$ cat src/rtl/adc_frame_capture.sv
// SPI read-frame engine for a 12-bit ADC (16-bit frame, 4 leading zeros).
// One frame per accepted trigger; eoc_o closes the sample-timer loop.
module adc_frame_capture #(
    parameter int unsigned ClkDiv      = 2,
    parameter int unsigned QuietCycles = 2
) (
    input  logic        clk_i,
    input  logic        rst_ni,
    input  logic        trigger_i,
    input  logic        adc_sdo_i,
    output logic        adc_cs_no,
    output logic        adc_sclk_o,
    output logic [11:0] data_o,
    output logic        eoc_o,
    output logic        frame_err_o,
    output logic        busy_o,
    output logic        missed_o
);

    typedef enum logic [1:0] {StIdle, StSetup, StShift, StQuiet} state_e;

    localparam logic [7:0] DivLast   = 8'(ClkDiv - 1);
    localparam logic [7:0] QuietLast = 8'(QuietCycles - 1);

    state_e      state_q, state_d;
    logic [7:0]  div_q, div_d;
    logic [4:0]  bit_q, bit_d;
    logic [15:0] shift_q, shift_d;
    logic        cs_q, cs_d;
    logic        sclk_q, sclk_d;
    logic [11:0] data_q, data_d;
    logic        eoc_q, eoc_d;
    logic        err_q, err_d;
    logic        missed_q, missed_d;
    logic        div_end;
    logic        accept;

    assign div_end = (div_q == DivLast);
    // The edge that completes QUIET is also an acceptance edge, so back-to-back
    // frames need no idle gap.
    assign accept  = trigger_i &&
                     ((state_q == StIdle) || ((state_q == StQuiet) && (div_q == QuietLast)));

    always_comb begin
        state_d  = state_q;
        div_d    = div_q;
        bit_d    = bit_q;
        shift_d  = shift_q;
        cs_d     = cs_q;
        sclk_d   = sclk_q;
        data_d   = data_q;
        err_d    = err_q;
        eoc_d    = 1'b0;
        missed_d = trigger_i && !accept;

        unique case (state_q)
            StIdle: begin
                cs_d   = 1'b1;
                sclk_d = 1'b1;
                if (accept) begin
                    state_d = StSetup;
                    cs_d    = 1'b0;
                    div_d   = 8'd0;
                end
            end
            StSetup: begin
                if (div_end) begin
                    state_d = StShift;
                    sclk_d  = 1'b0;
                    bit_d   = 5'd0;
                    div_d   = 8'd0;
                end else begin
                    div_d = div_q + 8'd1;
                end
            end
            StShift: begin
                if (!div_end) begin
                    div_d = div_q + 8'd1;
                end else begin
                    div_d = 8'd0;
                    if (!sclk_q) begin
                        sclk_d  = 1'b1;
                        shift_d = {shift_q[14:0], adc_sdo_i};
                        bit_d   = bit_q + 5'd1;
                    end else if (bit_q == 5'd16) begin
                        state_d = StQuiet;
                        cs_d    = 1'b1;
                        data_d  = shift_q[11:0];
                        err_d   = |shift_q[15:12];
                        eoc_d   = 1'b1;
                    end else begin
                        sclk_d = 1'b0;
                    end
                end
            end
            StQuiet: begin
                if (div_q == QuietLast) begin
                    state_d = StIdle;
                    div_d   = 8'd0;
                    if (accept) begin
                        state_d = StSetup;
                        cs_d    = 1'b0;
                    end
                end else begin
                    div_d = div_q + 8'd1;
                end
            end
            default: state_d = StIdle;
        endcase
    end

    always_ff @(posedge clk_i or negedge rst_ni) begin
        if (!rst_ni) begin
            state_q  <= StIdle;
            div_q    <= 8'd0;
            bit_q    <= 5'd0;
            shift_q  <= 16'd0;
            cs_q     <= 1'b1;
            sclk_q   <= 1'b1;
            data_q   <= 12'd0;
            eoc_q    <= 1'b0;
            err_q    <= 1'b0;
            missed_q <= 1'b0;
        end else begin
            state_q  <= state_d;
            div_q    <= div_d;
            bit_q    <= bit_d;
            shift_q  <= shift_d;
            cs_q     <= cs_d;
            sclk_q   <= sclk_d;
            data_q   <= data_d;
            eoc_q    <= eoc_d;
            err_q    <= err_d;
            missed_q <= missed_d;
        end
    end

    assign adc_cs_no   = cs_q;
    assign adc_sclk_o  = sclk_q;
    assign data_o      = data_q;
    assign eoc_o       = eoc_q;
    assign frame_err_o = err_q;
    assign busy_o      = (state_q != StIdle);
    assign missed_o    = missed_q;

endmodule

$ cat config.mk
export PLATFORM = sky130hd
export DESIGN_NAME = adc_frame_capture
export DESIGN_NICKNAME = d
export VERILOG_FILES = /design/src/rtl/adc_frame_capture.sv
export SDC_FILE = /design/constraint.sdc
export NUM_CORES = 1
export LEC_CHECK = 0
export BUFFER_PORTS_ARGS = -buffer_cell sky130_fd_sc_hd__buf_4
export CORE_AREA = 5 5 70 72
export CTS_BUF_LIST = sky130_fd_sc_hd__clkbuf_4 sky130_fd_sc_hd__clkbuf_8 sky130_fd_sc_hd__clkbuf_16
export DETAILED_ROUTE_END_ITERATION = 7
export DIE_AREA = 0 0 75 77
export GPL_TIMING_DRIVEN = 0
export HOLD_SLACK_MARGIN = 0.15
export MAX_ROUTING_LAYER = met4
export PLACE_DENSITY = 0.86
export SETUP_SLACK_MARGIN = 0.05
export SKIP_CTS_REPAIR_TIMING = 1
export SLEW_MARGIN = 20
export SYNTH_ARGS = -nofsm -noshare
export SYNTH_HDL_FRONTEND = slang
export SYNTH_SLANG_ARGS = --single-unit
$ cat constraint.sdc
create_clock -name clk_i -period 3.8 [get_ports clk_i]
set_clock_uncertainty 0.1 [all_clocks]
set_input_delay 0.76 -clock clk_i [delete_from_list [all_inputs] [get_ports clk_i]]
set_output_delay 0.76 -clock clk_i [all_outputs]
set_load 0.1 [all_outputs]
# Word-level counts from Yosys, hierarchy flattened
# Index checks and enable logic that the tools add are counted.
[totals]
elab_cells = 74
reg_bits = 48
latchBits = 0
romBits = 0
mem_count = 0
ram_bits = 0
in_bits = 4
[op_classes]
mux = 30
multipliers = 0
shifts = 0
addsub = 2
magnitude_cmp = 0
eq_ne = 13
div_mod_pow = 0
n_bitwise = 1
reduce_logical = 18
[op_table]
columns = ["op", "n"]
rows = [
  ["$mux W8", 2],
  ["$ne A2 B2 Y1 const B", 8],
  ["$pmux W8 S2", 1],
  ["$mux W5", 3],
  ["$mux W1", 14],
  ["$mux W2", 6],
  ["$reduce_and A6 Y1", 2],
  ["$pmux W5 S2", 1],
  ["$add A8 B1 Y8 const B", 1],
  ["$eq A8 B1 Y1 const B", 1],
  ["$pmux W2 S4", 1],
  ["$reduce_and A4 Y1", 2],
  ["$pmux W1 S3", 2],
  ["$reduce_and A3 Y1", 2],
  ["$reduce_bool A3 Y1", 2],
  ["$add A5 B1 Y5 const B", 1],
  ["$eq A5 B5 Y1 const B", 1],
  ["$eq A2 B2 Y1 const B", 2],
  ["$reduce_bool A2 Y1", 2],
  ["$reduce_or A4 Y1", 1],
  ["$logic_and A1 B1 Y1", 3],
  ["$reduce_or A3 Y1", 1],
  ["$eq A2 B1 Y1 const B", 1],
  ["$logic_not A2 Y1", 1],
  ["3 further kinds", 3],
]

# Depth between registers and ports, before layout
# Gate-level depths: netlist (run 1).
[depth]
depth_word = 7
ltp_mapped = 8
mapped_depth_nobuf = 6

# Least setup slack after synthesis (run 1)
# Ideal clock, no wire load.
[synth_timing]
path_type = "reg-to-reg"
startpoint = "register state_q[0]"
endpoint = "register state_q[1]"
t_required_ns = 3.575
path_slack_ns = 1.319
path_stages_with_launch = 8
n_path_buf = 1
arrival_ns = 2.257
period_less_slack_ns = 2.481
setup_ns = 0.125
cell_sequence = "dfrtp_1 inv_1 ha_1 buf_2 inv_1 nor2_1 nor3_1 mux2_2"
[synth_via]
elab_chain_len = 6
elab_cells_between_ends = 15
[synth_lines]
columns = ["item", "line", "rtl"]
rows = [
  ["start: declaration", "25", "state_e state_q, state_d;"],
  ["start signal: assignment", "114", "state_q <= StIdle;"],
  ["start signal: assignment", "125", "state_q <= state_d;"],
  ["$eq A2 B2 Y1", "42, 56", ""],
  ["$logic_and A1 B1 Y1", "42", "((state_q == StIdle) || ((state_q == StQuiet) && (div_q == QuietLast)));"],
  ["$logic_or A1 B1 Y1", "42", ""],
  ["$logic_and A1 B1 Y1", "41", "assign accept = trigger_i &&"],
  ["$ne A2 B2 Y1 (no line)", "n/a", ""],
  ["$reduce_and A6 Y1 (no line)", "n/a", ""],
]
# Parallel ways exist; a longest one is shown, timed or not.
# A chain may end at the register's enable or synchronous reset.

# Final worst setup path (run 1)
[layout_timing]
startpoint = "register state_q[0]"
endpoint = "output port busy_o"
[layout_via]
elab_chain_len = 1
[layout_lines]
columns = ["item", "line", "rtl"]
rows = [
  ["$reduce_bool A2 Y1", "143", "assign busy_o = (state_q != StIdle);"],
  ["end: declaration", "16", "output logic busy_o,"],
]
# Every way passes these cells.

==> flow_metrics.tcl, run 1 <==
set metrics [dict create \
    outcome "finished clean" \
    rsz0062_at_grt "false" \
    fin_setup_tns_ns 0 \
    arrival_ns 1.57 \
    start_util_pct 55.1 \
    drt-wirelength-per-cell_um 14.9 \
    path_max_fanout 10 \
    fin_ws_ns 1.37 \
    path_buf_inv 4 \
    overflow 0 \
    clk_latency_ns 0.29 \
    clk_pin_slew_worst_paths_ns 0.08 \
    stdcell_count 273 \
    hpwl_um 2820 \
    drive_gt1_share_pct 29.9 \
    min_period_over_period_pct 64.0 \
    powerDensity_nw_per_um2 320 \
    syn_inst 192 \
    cts_tree "yes" \
    p_leak_nw 1.28 \
    synth_ff_type "dfrtp_1" \
    fmax_ghz 0.411 \
    h-tree-depth 2 \
    setup_violations 0 \
    fp.dieW_um 75 \
    cp-start-kind "flip-flop" \
    ys_seq_area_share_pct 51.6 \
    coreArea_um2 4230 \
    synth_edf_count 0 \
    antenna_left 0 \
    pin_count 22 \
    avgSynthCellArea_um2 12.2 \
    timing.rr.start "state_q[0]" \
    finalWirelength_um 4080 \
    die_area_um2 5780 \
    ys_types 39 \
    r2r_setup_slack_ns 1.71 \
    grt_pass1_vias 1531 \
    areaGrowthSynthToFinish_pct 13.8 \
    placed_cells_incl_taps 265 \
    tightestPinTransition_ns 0.599 \
    clk_path_buf_depth 2 \
    synthArstFlopShare_pct 100 \
    grt_pass1_wl_um 7200 \
    dpl_cell_area_um2 2560 \
    die_h_um 77 \
    cp.required_ns 2.94 \
    crit_type "reg2out" \
    synth_area_um2 2330 \
    drtIter0Drc 89 \
    ir_drop_mv 0.220 \
    grt_start_max_net_pins 49 \
    hold_violations 0 \
    final_nets 232 \
    antenna_found_initial 0 \
    place.gp.congestion 0.761 \
    num_rows 24 \
    finalPower_uw 851 \
    vias_per_cell 5.67 \
    cp-end-kind "output port" \
    clockRootBuffer "clkbuf_8" \
    synth_nets 204 \
    slowest_delay_ns 0.45 \
    cts.sinks 48 \
    r2r_end "state_q[1]" \
    fin_area_um2 2660 \
    slew_headroom_pct 59.9 \
    crit_chain "inv_1 -> ha_1 -> buf_2 -> inv_1 -> buf_4" \
    hold_path_class "in2async" \
    rr_worst_depth 7 \
    cts_made_buffers 5 \
    via_count 1547 \
    final.min_clock_period_ns 2.43 \
    holdWs_ns 0.362 \
    yosysWarnings 0 \
    slowest_stage "dfrtp_1" \
    cp_top_family "buffers and inverters" \
    preCtsSetupSlack_ns 1.68 \
    first_pass_iters 4 \
    fin_util_pct 62.7 \
    slew_viol_final 0 \
    drc 0 \
    synth-seq-cells 48 \
    numPortBuffers 21 \
    maxCapViolations 0 \
    gr-usage-all-layers_pct 16.3 \
    antenna_cells 0 \
    cp_common_cell "inv_1" \
]
## logic make-up after synthesis
kind of cell	synth area share, %
buffers and inverters	4.72
multiplexers	17.0
adder cells (fa/ha/maj)	4.29
AO/OA/AOI/OAI	11.2
flip-flops	51.6
AND/OR/NAND/NOR	11.3
## layout make-up
cell class	count	area (um^2)
timing repair buffer	21	158
tap	52	65.1
clock buffer	7	90.1
buffer	8	57.6
multi-input combinational	122	1020
sequential	48	1200
fill	306	1580
clock inverter	1	8.76
inverter	14	52.6
## synthesized netlist by cell type (all sizes together), types with 2 or more instances
cell / instances / area [um^2]
a22o: 2 / 17.5
nor3: 3 / 15.0
nand3: 5 / 25.0
or3: 5 / 31.3
inv: 14 / 52.6
ha: 8 / 100
dfstp: 2 / 52.6
o21ai: 16 / 80.1
nand4: 3 / 33.8
nand2: 11 / 43.8
dfrtp: 46 / 1150
a211oi: 5 / 37.5
nor3b: 2 / 15.0
and3: 3 / 18.8
nor2: 3 / 11.3
mux2: 32 / 387
buf: 8 / 57.6
a21oi: 9 / 45.0
## flip-flops by register name (all words and copies together), names as in the netlist
| register | flops |
|---|---|
| adc_sclk_o | 1 |
| bit_q | 5 |
| missed_o | 1 |
| frame_err_o | 1 |
| state_q | 2 |
| shift_q | 16 |
| eoc_o | 1 |
| div_q | 8 |
| adc_cs_no | 1 |
| data_o | 12 |
## routing by layer
metal	vias to the layer above	GRT usage [%]	share of wire (%)
met3	4	3.66	2.6
li1	750	-	-
met4	0	4.27	1.3
met2	18	26.7	52
met1	775	20.0	44
met5	-	-	0
## where the power goes
group	internal, mW	leakage [nW]	total, mW	switching [mW]
clock	0.156	0.0519	0.321	0.164
sequential	0.511	0.624	0.512	0.000505
combinational	0.00344	0.607	0.0186	0.0151
total	0.671	1.28	0.851	0.180
## how the worst max path moves through the flow
stage          startpoint         end  slack, ns  cells past startpoint
6_report       state_q[0]      busy_o       1.37                      5
5_1_grt        state_q[0]      busy_o       1.26                      5
4_1_cts        state_q[0]      busy_o       1.36                      5
3_5_place_dp   state_q[0]      busy_o       1.68                      5
3_3_place_gp   state_q[0]      busy_o       1.70                      5
2_1_floorplan  state_q[0]  state_q[1]       1.32                      7
## placed cells by master, fill, tap and decap left out, types with 2 or more instances in the layout
cell / count
dfrtp_1: 46
buf_4: 21
mux2_2: 16
o21ai_0: 16
inv_1: 14
nand2_1: 10
a21oi_1: 9
mux2_1: 9
ha_1: 8
mux2_4: 7
clkbuf_8: 6
or3_1: 5
nand3_1: 5
a211oi_1: 5
buf_2: 4
buf_6: 3
nor3_1: 3
nor2_1: 3
and3_1: 3
a22o_1: 2
nor3b_1: 2
nand4_1: 2
dfstp_2: 2
No activity file was read; power rests on OpenSTA's default activity.
==> inputs of run 2 (changes only) <==
--- a/config.mk
+++ b/config.mk
@@ -5,15 +5,16 @@
 export SDC_FILE = /design/constraint.sdc
 export NUM_CORES = 1
 export LEC_CHECK = 0
+export ABC_AREA = 1
 export BUFFER_PORTS_ARGS = -buffer_cell sky130_fd_sc_hd__buf_4
-export CORE_AREA = 5 5 70 72
+export CORE_AREA = 5 5 73 75
 export CTS_BUF_LIST = sky130_fd_sc_hd__clkbuf_4 sky130_fd_sc_hd__clkbuf_8 sky130_fd_sc_hd__clkbuf_16
 export DETAILED_ROUTE_END_ITERATION = 7
-export DIE_AREA = 0 0 75 77
+export DIE_AREA = 0 0 78 80
 export GPL_TIMING_DRIVEN = 0
 export HOLD_SLACK_MARGIN = 0.15
 export MAX_ROUTING_LAYER = met4
-export PLACE_DENSITY = 0.86
+export PLACE_DENSITY = 0.82
 export SETUP_SLACK_MARGIN = 0.05
 export SKIP_CTS_REPAIR_TIMING = 1
 export SLEW_MARGIN = 20
==> constraint.sdc (replaced) <==
create_clock -name clk_i -period 2.2 [get_ports clk_i]
set_clock_uncertainty 0.1 [all_clocks]
set_input_delay 0.44 -clock clk_i [delete_from_list [all_inputs] [get_ports clk_i]]
set_output_delay 0.44 -clock clk_i [all_outputs]
set_load 0.1 [all_outputs]
==> run 2 against run 1 <==
Via count is 7.6% higher. Total power is 75% higher. Critical path type unchanged. Design area is 1.2% lower. First-iteration DRC count is 9.0% higher.
==> flow_metrics.tcl, run 2 <==
set metrics [dict create \
    fill_cells 397 \
    clockRootBuffer "clkbuf_8" \
    numPortBuffers 21 \
    stdcell_count 329 \
    fin_ws_ns 0.184 \
    drt-wirelength-per-cell_um 12.5 \
    cp-start-kind "flip-flop" \
    fp.dieW_um 78 \
    hold_path_class "in2reg" \
    final_common_cell "nand2_1" \
    intPower_mw 1.16 \
    clk_pin_slew_worst_paths_ns 0.08 \
    p_clk_share_pct 35.8 \
    preCtsSetupSlack_ns 0.467 \
    ys_types 30 \
    synth.largest_area_cell "dfrtp_1" \
    first_pass_iters 4 \
    via_count 1664 \
    yosysMostFrequentCell "nand2_1" \
    antenna_found_initial 0 \
    finalWirelength_um 4120 \
    start_util_pct 50.0 \
    die_h_um 80 \
    yosys-top-cells-count "nand2_1, dfrtp_1, inv_1" \
    switching_share_pct 22.0 \
    fin_setup_tns_ns 0 \
    p_leak_nw 1.32 \
    pin_count 22 \
    drc 0 \
    syn_inst 246 \
    h-tree-depth 2 \
    avgSynthCellArea_um2 9.34 \
    drtIter0Drc 97 \
    min_period_over_period_pct 91.6 \
    drive_gt1_share_pct 26.2 \
    vias_per_cell 5.06 \
    r2r_setup_slack_ns 0.44 \
    largest_reg_flops 16 \
    slew_viol_final 0 \
    netlist_top_cells_area "dfrtp_1, nand2_1, o21ai_2" \
    areaGrowthSynthToFinish_pct 14.2 \
    synth_nets 258 \
    placed_cells_incl_taps 321 \
    synthDominantCellAreaShare_pct 50.1 \
    final_nets 287 \
    outcome "finished clean" \
    cp-end-kind "output port" \
    ys_seq_area_share_pct 52.4 \
    synth_ff_type "dfrtp_1" \
    clk_latency_ns 0.29 \
    setup_violations 0 \
    tightestPinTransition_ns 0.592 \
    grt_start_max_net_pins 49 \
    fmax_ghz 0.496 \
    gr-usage-all-layers_pct 14.9 \
    num_rows 25 \
    multi_input_area_um2 902 \
    grt_pass1_vias 1695 \
    powerDensity_nw_per_um2 566 \
    seqPwrFrac_pct 60.6 \
    comb_power_share_pct 3.5 \
    antenna_left 0 \
    coreArea_um2 4600 \
    p_sw_uw 327 \
    yosysWarnings 0 \
    grt_pass1_wl_um 7400 \
    synth_area_um2 2300 \
    ir_drop_mv 0.307 \
    final_cell_mix "nand2_1, dfrtp_1, inv_1" \
    hpwl_um 2850 \
    arrival_ns 1.48 \
    synth_edf_count 0 \
    maxCapViolations 0 \
    largest-register "shift_q" \
    antenna_cells 0 \
    clk_path_buf_depth 2 \
    path_max_fanout 5 \
    synth-seq-cells 48 \
    place.gp.congestion 0.793 \
    overflow 0 \
    cts_made_buffers 5 \
    final.min_clock_period_ns 2.02 \
    synthArstFlopShare_pct 100 \
    die_area_um2 6240 \
    regArea_um2 1200 \
    crit_type "reg2out" \
    cp.required_ns 1.66 \
    cts.sinks 48 \
    hold_violations 0 \
    cts_tree "yes" \
    slew_headroom_pct 60.5 \
    fin_util_pct 57.1 \
    rsz0062_at_grt "false" \
]
-- run 2: path summary, 6_finish.rpt --
path	from	end	cells after the start
worst max register to register	state_q[0]	state_q[0]	10
worst min-delay path	adc_sdo_i	shift_q[0]	3
min in group asynchronous	rst_ni	div_q[1]	2
worst min register to register	adc_cs_no	adc_cs_no	2
max in group asynchronous	rst_ni	shift_q[4]	2
worst max-delay path	state_q[0]	busy_o	4
-- run 2: logic make-up after synthesis --
family	after synthesis	synth area share [%]
compound gates	53	14.3
fa+ha+maj	8	4.36
buf+inv	42	8.38
simple gates	88	17.6
mux	1	0.653
xor+xnor	6	2.29
flops	48	52.4
-- run 2: layer usage --
layer	GRT usage, %	vias up	wire (um)	share of wire [%]
li1	-	850	-	-
met3	3.50	4	145	3.5
met4	3.04	0	31	0.75
met5	-	-	0	0
met2	26.0	17	2060	50
met1	17.8	793	1890	46
-- run 2: through the flow --
| step | hold slack (ns) | instance area [um^2] | power [mW] |
|---|---|---|---|
| finish | 0.304 | 2630 | 1.49 |
| global route | 0.321 | 2630 | 1.55 |
| CTS | 0.0720 | 2620 | 1.51 |
| detailed placement | 0.357 | 2520 | 0.972 |
| global placement | 0.357 | 2520 | 0.970 |
| floorplan | 0.0444 | 2300 | 0.943 |
-- run 2: power by group through the flow --
stage | Clock, mW | Combinational, mW | Sequential, mW
2_1_floorplan | 0 | 0.0190 | 0.924
3_3_place_gp | 0 | 0.0522 | 0.918
3_5_place_dp | 0 | 0.0537 | 0.918
4_1_cts | 0.554 | 0.0537 | 0.901
5_1_grt | 0.585 | 0.0626 | 0.903
6_report | 0.533 | 0.0527 | 0.901
-- run 2: cell type report --
class	instances	share of cell area, %
Buffer	5	1.86
Clock buffer	6	3.15
Clock inverter	1	0.334
Inverter	37	5.48
Multi-Input combinational cell	156	34.4
Sequential cell	48	45.9
Tap cell	54	2.57
Timing Repair Buffer	22	6.39
-- run 2: worst max-delay path: stages (launching register included) --
cell	delay, ns
dfrtp_1	0.41
inv_1	0.08
ha_1	0.27
inv_2	0.12
buf_4	0.30
==> inputs of run 3 (changes only) <==
--- a/config.mk
+++ b/config.mk
@@ -15,7 +15,7 @@
 export HOLD_SLACK_MARGIN = 0.15
 export MAX_ROUTING_LAYER = met4
 export PLACE_DENSITY = 0.82
-export SETUP_SLACK_MARGIN = 0.05
+export SETUP_SLACK_MARGIN = 0.2
 export SKIP_CTS_REPAIR_TIMING = 1
 export SLEW_MARGIN = 20
 export SYNTH_ARGS = -nofsm -noshare
==> run 3 against run 2 <==
Non-clock buffer count stayed put. Sequential cell count stayed put. Cell count stayed put. Clock power hardly changed. Fmax is 5.5% higher. Total power is 0.14% lower.
==> flow_metrics.tcl, run 3 (synthesis results as in run 2) <==
set metrics [dict create \
    intPower_mw 1.16 \
    slew_headroom_pct 60.7 \
    regArea_um2 1200 \
    final_cell_mix "nand2_1, dfrtp_1, inv_1" \
    setup_violations 0 \
    first_pass_iters 4 \
    seqPwrFrac_pct 60.7 \
    path_max_fanout 5 \
    grt_start_max_net_pins 49 \
    grt_pass1_wl_um 7400 \
    fin_setup_tns_ns 0 \
    hold_path_class "in2reg" \
    antenna_found_initial 0 \
    fill_cells 398 \
    rsz0062_at_grt "false" \
    cp-start-kind "flip-flop" \
    switching_share_pct 21.9 \
    drtIter0Drc 104 \
    finalWirelength_um 4140 \
    h-tree-depth 2 \
    num_rows 25 \
    cp.required_ns 1.66 \
    powerDensity_nw_per_um2 563 \
    drt-wirelength-per-cell_um 12.6 \
    clk_path_buf_depth 2 \
    slew_viol_final 0 \
    numPortBuffers 21 \
    largest_reg_flops 16 \
    p_leak_nw 1.32 \
    crit_type "reg2out" \
    largest-register "shift_q" \
    arrival_ns 1.37 \
    cts_made_buffers 5 \
    coreArea_um2 4600 \
    cts_tree "yes" \
    rr_worst_depth 8 \
    clk_pin_slew_worst_paths_ns 0.08 \
    min_period_over_period_pct 86.9 \
    multi_input_area_um2 905 \
    via_count 1656 \
    tightestPinTransition_ns 0.589 \
    antenna_left 0 \
    final_nets 287 \
    final.min_clock_period_ns 1.91 \
    die_area_um2 6240 \
    pin_count 22 \
    vias_per_cell 5.03 \
    r2r_end "shift_q[14]" \
    fp.dieW_um 78 \
    hp-start "adc_sdo_i" \
    cts.sinks 48 \
    min_path_cells 3 \
    comb_power_share_pct 3.5 \
    timing.rr.start "state_q[0]" \
    place.gp.congestion 0.793 \
    finalPower_mw 1.48 \
    maxCapViolations 0 \
    fmax_ghz 0.523 \
    r2r_setup_slack_ns 0.46 \
    overflow 0 \
    gr-usage-all-layers_pct 14.9 \
    areaGrowthSynthToFinish_pct 14.6 \
    clockRootBuffer "clkbuf_8" \
    hpwl_um 2850 \
    ir_drop_mv 0.306 \
    die_h_um 80 \
    cp-end-kind "output port" \
    clk_latency_ns 0.29 \
    drc 0 \
    outcome "finished clean" \
    antenna_cells 0 \
    grt_pass1_vias 1695 \
    hold_violations 0 \
    drive_gt1_share_pct 26.5 \
    p_clk_share_pct 35.8 \
    min_to "shift_q[0]" \
    start_util_pct 50.0 \
    final_common_cell "nand2_1" \
    p_sw_uw 325 \
]
## run 3: cell counts in the layout (fill, tap and decap cells not counted)
Identical to the previous run, type by type.
## run 3: metal layers
| metal | track usage [%] | share of wire (%) | up-vias |
|---|---|---|---|
| met3 | 3.50 | 3.1 | 4 |
| met1 | 17.8 | 46 | 785 |
| met5 | - | 0 | - |
| met4 | 3.04 | 0.75 | 0 |
| li1 | - | - | 851 |
| met2 | 26.0 | 50 | 16 |
## run 3: worst max path at each step
stage / end / from / depth (start not counted) / slack [ns]
2_1_floorplan: state_q[0] / state_q[0] / 10 / 0.28
3_3_place_gp: state_q[0] / state_q[0] / 10 / 0.49
3_5_place_dp: shift_q[14] / state_q[0] / 8 / 0.47
4_1_cts: busy_o / state_q[0] / 4 / 0.17
5_1_grt: busy_o / state_q[1] / 4 / 0.22
6_report: busy_o / state_q[1] / 4 / 0.29
## run 3: worst max-delay path, stage by stage (launching register included)
cell and delay, ns:
dfrtp_1 0.41, inv_1 0.14, ha_2 0.26, inv_2 0.08, buf_8 0.18
## run 3: per-stage QoR
stage | cell area [um^2] | std cells | util (%) | setup slack [ns] | hold WS [ns]
global placement | 2520 | 321 | 54.9 | 0.486 | 0.357
global route | 2640 | 329 | 57.3 | 0.216 | 0.321
finish | 2640 | 329 | 57.3 | 0.289 | 0.305
CTS | 2620 | 328 | 56.9 | 0.166 | 0.0720
detailed placement | 2520 | 321 | 54.9 | 0.467 | 0.357
floorplan | 2300 | 246 | - | 0.282 | 0.0444
## run 3: final cells by class
type | instances | share of cell area [%]
repair buffers | 22 | 6.65
clock buffers | 6 | 3.13
multi-input cells | 156 | 34.3
well taps | 54 | 2.56
flip-flops and latches | 48 | 45.7
plain buffers | 5 | 1.85
inverters | 37 | 5.46
clock inverters | 1 | 0.332
## run 3: power by group through the flow
stage	Combinational (mW)	Clock (mW)	Sequential [mW]
6_report	0.0526	0.531	0.901
5_1_grt	0.0626	0.585	0.903
4_1_cts	0.0537	0.554	0.901
3_5_place_dp	0.0537	0	0.918
3_3_place_gp	0.0522	0	0.918
2_1_floorplan	0.0190	0	0.924
